### src/rtl/hazard_stall_unit.sv
// Decode-stage pipeline interlock: load-use bubbles, taken-branch flush and data-memory freeze.
// Optional perf counters are built only when HAZARD_PERF_EN is defined.
module hazard_stall_unit #(
  parameter int REG_ADDR_W = 5,
  parameter int LU_BUBBLES = 1
) (
  input  logic                  clk,
  input  logic                  rst_n,
  input  logic [REG_ADDR_W-1:0] rs1_D,
  input  logic [REG_ADDR_W-1:0] rs2_D,
  input  logic                  use_rs1_D,
  input  logic                  use_rs2_D,
  input  logic [REG_ADDR_W-1:0] rd_E,
  input  logic                  isLoadE,
  input  logic                  regWriteE,
  input  logic                  branchTakenE,
  input  logic                  memBusyM,
  output logic                  stallF,
  output logic                  stallD,
  output logic                  stallE,
  output logic                  stallM,
  output logic                  flushD,
  output logic                  bubbleE,
  output logic                  bubbleW,
  output logic [1:0]            hzState,
  output logic [31:0]           stallCycles,
  output logic [15:0]           flushCount
);

  typedef enum logic [1:0] {
    RUN      = 2'b00,
    LU_STALL = 2'b01,
    MEM_WAIT = 2'b10
  } hz_state_e;

  hz_state_e state_q, state_d, ret_q, ret_d, cur_state;
  logic [2:0] cnt_q, cnt_d;
  logic       lu_hit;
  logic       stall_f_c, stall_d_c, stall_e_c, stall_m_c;
  logic       flush_d_c, bubble_e_c, bubble_w_c;

  // NOTE: every always_comb output gets a default before any branch, so no path can infer a latch.
  always_comb begin
    lu_hit = isLoadE && regWriteE && (rd_E != '0) &&
             ((use_rs1_D && (rs1_D == rd_E)) || (use_rs2_D && (rs2_D == rd_E)));

    // Leaving MEM_WAIT behaves exactly like the interrupted state, with no dead cycle.
    cur_state = (state_q == MEM_WAIT && !memBusyM) ? ret_q : state_q;

    state_d    = cur_state;
    ret_d      = ret_q;
    cnt_d      = cnt_q;
    stall_f_c  = 1'b0;
    stall_d_c  = 1'b0;
    stall_e_c  = 1'b0;
    stall_m_c  = 1'b0;
    flush_d_c  = 1'b0;
    bubble_e_c = 1'b0;
    bubble_w_c = 1'b0;

    if (memBusyM) begin
      // Freeze everything; Execute re-presents any branch once memory completes.
      stall_f_c  = 1'b1;
      stall_d_c  = 1'b1;
      stall_e_c  = 1'b1;
      stall_m_c  = 1'b1;
      bubble_w_c = 1'b1;
      if (cur_state != MEM_WAIT) ret_d = cur_state;
      state_d = MEM_WAIT;
    end else begin
      unique case (cur_state)
        RUN: begin
          if (branchTakenE) begin
            flush_d_c  = 1'b1;
            bubble_e_c = 1'b1;
          end else if (lu_hit) begin
            stall_f_c  = 1'b1;
            stall_d_c  = 1'b1;
            bubble_e_c = 1'b1;
            if (LU_BUBBLES > 1) begin
              cnt_d   = 3'(LU_BUBBLES - 1);
              state_d = LU_STALL;
            end
          end
        end
        LU_STALL: begin
          stall_f_c  = 1'b1;
          stall_d_c  = 1'b1;
          bubble_e_c = 1'b1;
          cnt_d      = cnt_q - 3'd1;
          if (cnt_q == 3'd1) state_d = RUN;
        end
        default: state_d = RUN;
      endcase
    end
  end

  // NOTE: state registers use non-blocking assignments so all flops update from pre-edge values.
  always_ff @(posedge clk or negedge rst_n) begin
    if (!rst_n) begin
      state_q <= RUN;
      ret_q   <= RUN;
      cnt_q   <= 3'd0;
    end else begin
      state_q <= state_d;
      ret_q   <= ret_d;
      cnt_q   <= cnt_d;
    end
  end

  // Outputs are forced low combinationally while reset is held.
  assign stallF  = rst_n & stall_f_c;
  assign stallD  = rst_n & stall_d_c;
  assign stallE  = rst_n & stall_e_c;
  assign stallM  = rst_n & stall_m_c;
  assign flushD  = rst_n & flush_d_c;
  assign bubbleE = rst_n & bubble_e_c;
  assign bubbleW = rst_n & bubble_w_c;
  assign hzState = rst_n ? cur_state : RUN;

`ifdef HAZARD_PERF_EN
  logic [31:0] stall_cnt_q;
  logic [15:0] flush_cnt_q;

  always_ff @(posedge clk or negedge rst_n) begin
    if (!rst_n) begin
      stall_cnt_q <= '0;
      flush_cnt_q <= '0;
    end else begin
      if (stall_f_c && (stall_cnt_q != '1)) stall_cnt_q <= stall_cnt_q + 32'd1;
      if (flush_d_c && (flush_cnt_q != '1)) flush_cnt_q <= flush_cnt_q + 16'd1;
    end
  end

  assign stallCycles = stall_cnt_q;
  assign flushCount  = flush_cnt_q;
`else
  assign stallCycles = '0;
  assign flushCount  = '0;
`endif

endmodule
### config.mk
export PLATFORM = sky130hd
export DESIGN_NAME = hazard_stall_unit
export DESIGN_NICKNAME = d
export VERILOG_FILES = /design/src/rtl/hazard_stall_unit.sv
export SDC_FILE = /design/constraint.sdc
export NUM_CORES = 1
export LEC_CHECK = 0
export ABC_CLOCK_PERIOD_IN_PS = 3000
export BUFFER_PORTS_ARGS = -buffer_cell sky130_fd_sc_hd__buf_2
export CELL_PAD_IN_SITES_DETAIL_PLACEMENT = 1
export CELL_PAD_IN_SITES_GLOBAL_PLACEMENT = 1
export CORE_MARGIN = 3
export CORE_UTILIZATION = 27
export CTS_CLUSTER_SIZE = 24
export DETAILED_ROUTE_END_ITERATION = 8
export PLACE_DENSITY = 0.86
export SETUP_SLACK_MARGIN = 0.2
export SLEW_MARGIN = 20
export SYNTH_ARGS = -nofsm -noshare
export SYNTH_HDL_FRONTEND = slang
export SYNTH_SLANG_ARGS = --single-unit
### constraint.sdc
create_clock -name clk -period 3 [get_ports clk]
set_input_delay 0.3 -clock clk [delete_from_list [all_inputs] [get_ports clk]]
set_output_delay 0.3 -clock clk [all_outputs]
set_load 0.02 [all_outputs]
Yosys cells after proc, flatten, opt, wreduce, memory -nomap -nowiden

Cells that the tools add are included.

Add/sub/neg operators: 1
Equality and inequality tests: 6
Mux-type cells: 16
Bitwise operators: 5
Reductions and logical operators: 12

Operator list:

| kind                | number |
|---|---|
| $eq 5x5->1          | 2 |
| $mux 1              | 9 |
| $mux 2              | 4 |
| $logic_and 1x1->1   | 6 |
| $reduce_bool 5->1   | 1 |
| $and 1x1->1         | 4 |
| $pmux 1 s2          | 2 |
| $pmux 2 s2          | 1 |
| $reduce_and 2->1    | 2 |
| $eq 3x1->1 const B  | 1 |
| $sub 3x1->3 const B | 1 |
| $eq 2x1->1 const B  | 1 |
| $eq 2x2->1 const B  | 1 |
| $logic_not 2->1     | 1 |
| $ne 2x2->1 const B  | 1 |
| $logic_not 1->1     | 1 |
| $logic_or 1x1->1    | 1 |
| $not 1->1           | 1 |

Flip-flop bits (word level): 7
Input bits: 23

Longest topological paths before layout

Gate-level depths: netlist of the first run.

Depth after elaboration: 9
Depth in mapped cells: 6
Mapped depth without buffers: 4

Worst setup path before layout of the first run

OpenSTA, ideal clock, no wires.

Path kind: input to output
From: input port memBusyM
To: output port stallF
Data arrival time: 1.633 ns
Data required time: 2.700 ns
Setup slack: 1.067 ns
Stages on the path: 6
Cells stage by stage: buf_6 -> o31a_1 -> nor3b_1 -> nand2_1 -> o2bb2ai_1 -> buf_4

Cells in the longest elaborated chain, start to end: 7

Ends and longest elaborated chain:

| what                                          | line | source |
|---|---|---|
| start, declared                               | 17   | `input logic memBusyM,` |
| $logic_not 1->1                               | 48   | `cur_state = (state_q == MEM_WAIT && !memBusyM) ? ret_q : state_q;` |
| $logic_and 1x1->1                             | 48   |  |
| $mux 2                                        | 48   |  |
| $eq 2x1->1 or $logic_not 2->1 (tied branches) | -    |  |
| $pmux 1 s2                                    | -    |  |
| $mux 1 (*)                                    | -    |  |
| $and 1x1->1 (*)                               | -    |  |
| end, declared                                 | 18   | `output logic stallF,` |

Every way passes the cells marked *; elsewhere a longest branch is shown, timed or not.

Final worst setup path of the first run

From: input port rst_n
To: output port bubbleE

Cells in the longest elaborated chain, start to end: 1

Ends and longest elaborated chain:

| what            | line | source |
|---|---|---|
| start, declared | 8    | `input logic rst_n,` |
| $and 1x1->1     | 117  | `assign bubbleE = rst_n & bubble_e_c;` |
| end, declared   | 23   | `output logic bubbleE,` |

No other way between the ends.

==> results.sh, run 1 <==
export IMPL_synth_seq_cells=7
export IMPL_diodes=0
export IMPL_setup_tns_ps=0
export IMPL_hold_depth=1
export IMPL_multiInputGateArea_um2=513.0
export IMPL_grt_pass1_wl_um=2842
export IMPL_drtAntennaViolNets=0
export IMPL_worstHoldPathType="primary input to flop"
export IMPL_max_freq_ghz=0.4744
export IMPL_h_tree_depth=1
export IMPL_die_area_um2=4198
export IMPL_yosys_warnings=0
export IMPL_dp_hpwl_um=1588
export IMPL_synth_area_um2=933.4
export IMPL_initial_core_util_pct=29.37
export IMPL_antenna_found_initial=0
export IMPL_viasPerCell=3.627
export IMPL_synth_top_area_cell="buf_4"
export IMPL_rsz0062_at_grt="no"
export IMPL_finalWirelength_um=1807
export IMPL_power_density_nw_per_um2=384.2
export IMPL_r2r_cells=4
export IMPL_rrSetupSlack_ps=1550
export IMPL_n_fill_cell=426
export IMPL_clockRootBuffer="clkbuf_4"
export IMPL_maxCapViolCount=0
export IMPL_num_vias=671
export IMPL_drive_gt1_share_pct=25.53
export IMPL_clock_skew_ps=2.658
export IMPL_io_pins=80
export IMPL_hp_start="memBusyM"
export IMPL_placed_area_um2=920.9
export IMPL_first_pass_iters=2
export IMPL_area_growth_syn_to_layout_pct=2.547
export IMPL_min_period_ps=2108
export IMPL_p_leak_nw=0.5261
export IMPL_netlist_cell_type_count=27
export IMPL_rows=20
export IMPL_clock_sinks=7
export IMPL_hold_end="state_q[1]"
export IMPL_syn_inst=111
export IMPL_yosys_top_cells_area="buf_4 (41%), dfrtp_1 (19%), xor2_1 (7.5%)"
export IMPL_wl_per_cell_um=9.768
export IMPL_yosysSeqAreaShare_pct=18.77
export IMPL_coreArea_um2=3178
export IMPL_grt_overflow_total=0
export IMPL_grt_max_degree=14
export IMPL_gp_congestion=0.7281
export IMPL_tritoncts="built"
export IMPL_fin_crit_sh_pct=70.26
export IMPL_grt_usage_pct=8.535
export IMPL_nets=167
export IMPL_seqCellArea_um2=175.2
export IMPL_cp_start_kind="primary input"
export IMPL_cts_buffer_depth=2
export IMPL_cp_max_fo=13
export IMPL_slew_viol_final=0
export IMPL_cp_end_kind="output pin"
export IMPL_dr_first_iter_drc_count=4
export IMPL_cts_buffers=3
export IMPL_crit_required_ps=2700
export IMPL_r2r_start="state_q[0]"
export IMPL_clk_pin_slew_worst_paths_ps=50
export IMPL_cp_arrival_ps=1810
export IMPL_r2r_end="cnt_q[2]"
export IMPL_layout_commonest_cell="conb_1"
export IMPL_status="complete, no violations"
export IMPL_dieWidth_um=64.80
export IMPL_hold_viol=0
export IMPL_route_detailed_drc=0
export IMPL_port_buffers=31
export IMPL_layout_common_cells="conb_1 (48), buf_2 (31), xor2_1 (8)"
export IMPL_die_y_um=64.80
export IMPL_crit_type="primary input to output pin"
export IMPL_clk_insertion_delay_late_ps=250
export IMPL_finalInstanceArea_um2=957.2
export IMPL_postSynthAreaPerCell_um2=8.409
export IMPL_ir_worst_vdd_mv=0.3501
export IMPL_setup_viol_count_final=0
export IMPL_ctsResizeCount=0
export IMPL_synth_top_area_share_pct=41.02
export IMPL_grt_pass1_vias=656
## worst max-delay path by stage
stage / start / end / depth (start not counted)
floorplan: memBusyM / stallF / 6
global placement: memBusyM / bubbleE / 6
detailed placement: memBusyM / bubbleE / 6
CTS: rst_n / bubbleE / 6
global route: rst_n / bubbleE / 6
finish: rst_n / bubbleE / 6
## Yosys cell counts
master,n
buf_4,51
xor2_1,8
dfrtp_1,7
inv_1,6
o21ai_0,6
xnor2_1,4
and2_1,3
nand2_1,3
a21oi_1,2
ha_1,2
nor3b_1,2
nor4_1,2
a211oi_4,1
a21boi_1,1
a31oi_1,1
a32oi_1,1
and2_0,1
and3_1,1
buf_2,1
buf_6,1
conb_1,1
mux2i_1,1
nand2_2,1
o2bb2ai_1,1
o311a_1,1
o31a_1,1
or3_1,1
## report_power, final
group / switching, mW / total [mW] / internal [mW]
logic: 0.109 / 0.156 / 0.0470
clock network: 0.0354 / 0.0862 / 0.0508
registers: 0.0105 / 0.125 / 0.115
total: 0.155 / 0.368 / 0.213
## routing by layer
layer,part of all wire (%),up-vias,GRT usage [%],wire [µm]
li1,-,318,-,-
met1,36,299,8.805,656
met2,46,52,15.58,836
met3,17,2,4.159,307
met4,0.39,0,1.583,7
met5,0,-,0,0
## critical path, cell delays in order
cell and delay (ps):
dlygate4sd3_1 520, buf_2 240, nor3b_1 320, nand2_1 80
o21ai_0 150, buf_2 190
## cells by family (layout without fill, tap and decap cells)
| group | count (synthesis) | count (layout) | share of synthesized area, % |
|---|---|---|---|
| and+or+nand+nor | 14 | 14 | 8.848 |
| DFF | 7 | 7 | 18.77 |
| xor gates and xnor gates | 12 | 12 | 11.26 |
| AOI/OAI and AO/OA | 15 | 15 | 11.80 |
| muxes | 1 | 1 | 1.072 |
| buffers and inverters | 59 | 42 | 45.17 |
| adders and majority gates | 2 | 2 | 2.681 |
| other | 1 | 48 | 0.4018 |
## flip-flops by register name (all words and copies together) (netlist names)
signal	count
ret_q	2
state_q	2
cnt_q	3
## cell type report
cell class                 count  area share (%)
tap                           44           5.752
sequential                     7           18.30
inverter                       6           2.353
multi-input combinational     92           53.59
clock buffer                   4           2.745
timing repair buffer          32           17.25
## stage by stage
step	power [mW]	hold WS, ps	setup WS [ps]	instances	util (%)
final	0.3678	276.4	892.1	185	30.12
after floorplan	0.2956	4.409	1067	158	-
after global routing	0.4080	260.6	653.8	185	30.12
after detailed placement	0.2825	172.1	1116	180	28.98
after CTS	0.3743	263.6	875.1	185	30.12
after global placement	0.2775	169.9	1175	180	28.98
## what timing repair did
item	CTS	global route
buffers inserted	0	0
endpoints found under the hold margin	7	0
hold buffers	1	0
Note: power is estimated with default switching activity, not from simulation.
==> run 2, diff against run 1 <==
--- a/config.mk
+++ b/config.mk
@@ -5,15 +5,15 @@
 export SDC_FILE = /design/constraint.sdc
 export NUM_CORES = 1
 export LEC_CHECK = 0
-export ABC_CLOCK_PERIOD_IN_PS = 3000
+export ABC_CLOCK_PERIOD_IN_PS = 1900
 export BUFFER_PORTS_ARGS = -buffer_cell sky130_fd_sc_hd__buf_2
 export CELL_PAD_IN_SITES_DETAIL_PLACEMENT = 1
 export CELL_PAD_IN_SITES_GLOBAL_PLACEMENT = 1
 export CORE_MARGIN = 3
-export CORE_UTILIZATION = 27
+export CORE_UTILIZATION = 23
 export CTS_CLUSTER_SIZE = 24
 export DETAILED_ROUTE_END_ITERATION = 8
-export PLACE_DENSITY = 0.86
+export PLACE_DENSITY = 0.78
 export SETUP_SLACK_MARGIN = 0.2
 export SLEW_MARGIN = 20
 export SYNTH_ARGS = -nofsm -noshare
==> constraint.sdc (replaced) <==
create_clock -name clk -period 1.9 [get_ports clk]
set_input_delay 0.19 -clock clk [delete_from_list [all_inputs] [get_ports clk]]
set_output_delay 0.19 -clock clk [all_outputs]
set_load 0.02 [all_outputs]
==> run 2 against run 1 <==
Final cell count rose by 4.3%. Sequential cell count did not move. Global-route usage fell by 1.2 points. Largest cell class unchanged.
==> results.sh, run 2 (same netlist as run 1, synthesis figures left out) <==
export IMPL_cp_arrival_ps=1510
export IMPL_rsz0062_at_grt="yes"
export IMPL_drtAntennaViolNets=0
export IMPL_seqCellArea_um2=175.2
export IMPL_multiInputGateArea_um2=529.3
export IMPL_dp_cells=185
export IMPL_clk_pin_slew_worst_paths_ps=40
export IMPL_r2r_start="ret_q[1]"
export IMPL_cts_buffer_depth=2
export IMPL_n_fill_cell=492
export IMPL_setup_tns_ps=0
export IMPL_gp_congestion=0.7195
export IMPL_met2_wirelength_um=870
export IMPL_dr_first_iter_drc_count=29
export IMPL_cp_max_fo=5
export IMPL_cp_start_kind="flop"
export IMPL_grt_overflow_total=0
export IMPL_worstHoldPathType="primary input to flop"
export IMPL_die_area_um2=4859
export IMPL_rows=22
export IMPL_hp_start="memBusyM"
export IMPL_final_cells=193
export IMPL_crit_required_ps=1710
export IMPL_route_detailed_drc=0
export IMPL_top_register="cnt_q"
export IMPL_status="complete, no violations"
export IMPL_initial_core_util_pct=24.57
export IMPL_die_y_um=69.71
export IMPL_antenna_found_initial=0
export IMPL_crit_start="ret_q[1]"
export IMPL_clock_sinks=7
export IMPL_first_pass_iters=4
export IMPL_power_uw=671.3
export IMPL_grt_usage_pct=7.299
export IMPL_top_regs="cnt_q (3), ret_q (2), state_q (2)"
export IMPL_wl_per_cell_um=9.648
export IMPL_crit_type="flop to output pin"
export IMPL_grt_max_degree=11
export IMPL_wl_met3_um=309
export IMPL_finalWirelength_um=1862
export IMPL_viasPerCell=3.560
export IMPL_dieWidth_um=69.71
export IMPL_io_pins=80
export IMPL_power_density_nw_per_um2=644.9
export IMPL_met1_length_um=682
export IMPL_largest_reg_flops=3
export IMPL_clk_insertion_delay_late_ps=230
export IMPL_coreArea_um2=3799
export IMPL_ir_worst_vdd_mv=0.2569
export IMPL_diodes=0
export IMPL_grt_pass1_vias=623
export IMPL_max_freq_ghz=0.5867
export IMPL_drive_gt1_share_pct=29.66
export IMPL_fin_crit_sh_pct=89.71
export IMPL_layout_common_cells="conb_1 (48), buf_2 (27), xor2_1 (8)"
export IMPL_h_tree_depth=1
export IMPL_maxUsedRoutingLayer="met3"
export IMPL_area_growth_syn_to_layout_pct=11.53
export IMPL_port_buffers=31
export IMPL_setup_viol_count_final=0
export IMPL_min_period_ps=1704
export IMPL_num_vias=687
export IMPL_slew_viol_final=0
export IMPL_p_leak_nw=0.5611
export IMPL_clockRootBuffer="clkbuf_8"
export IMPL_tritoncts="built"
export IMPL_cp_end_kind="output pin"
export IMPL_nets=171
export IMPL_maxCapViolCount=0
export IMPL_layout_commonest_cell="conb_1"
export IMPL_cts_buffers=3
export IMPL_whs_ps=187.7
export IMPL_grt_pass1_wl_um=2911
export IMPL_dp_hpwl_um=1614
export IMPL_clock_skew_ps=3.884
export IMPL_hold_viol=0
==> run 2: cell types whose count changed in the layout (fill, tap and decap cells not counted), sizes merged <==
cell / delta
buf: +4
==> run 2: critical path, cell delays in order, from the launching register on <==
cell	delay (ps)
dfrtp_1	370
o31a_1	350
nor3b_2	230
nand2_1	70
o21ai_1	120
buf_4	150
==> run 2: path summary, 6_finish.rpt <==
check,endpoint,slack [ps],depth (start not counted)
worst max-delay path,bubbleE,200,5
worst min-delay path,state_q[1],190,1
worst max register to register,cnt_q[2],250,6
worst min register to register,cnt_q[2],470,1
max in group asynchronous,state_q[0],1300,3
min in group asynchronous,state_q[1],470,3
==> run 2: per-stage QoR <==
stage | area, µm² | util [%] | setup slack (ps)
5_1_grt | 1041 | 27.40 | 60.75
4_1_cts | 1030 | 27.11 | 171.8
2_1_floorplan | 1116 | - | 273.2
6_report | 1041 | 27.40 | 195.6
3_3_place_gp | 939.7 | 24.74 | 289.1
3_5_place_dp | 939.7 | 24.74 | 228.5
==> run 2: metal layers <==
layer,track usage (%),vias to the layer above
met5,0,-
met4,1.277,0
met3,4.928,0
met2,11.76,51
met1,8.094,310
li1,-,326
==> run 2: area by class of cell <==
type,count,area share (%)
Timing Repair Buffer,36,20.07
Multi-Input combinational cell,92,50.84
Inverter,6,2.163
Sequential cell,7,16.83
Clock buffer,4,4.327
Tap cell,48,5.769
==> run 2: report_power, final <==
part	switching [mW]	total [mW]	internal, mW	leakage (nW)
sequential	0.0163	0.198	0.182	0.0896
combinational	0.175	0.259	0.0835	0.449
clock	0.0689	0.215	0.146	0.0228
==> run 2: repair_timing <==
| action | in CTS | in global routing |
|---|---|---|
| hold buffers | 1 | 0 |
| buffers inserted | 2 | 1 |
| endpoints found under the hold margin | 7 | 0 |
| setup endpoints to repair | 4 | 4 |
| resized for setup | 7 | 1 |
| pin swaps | 2 | 3 |
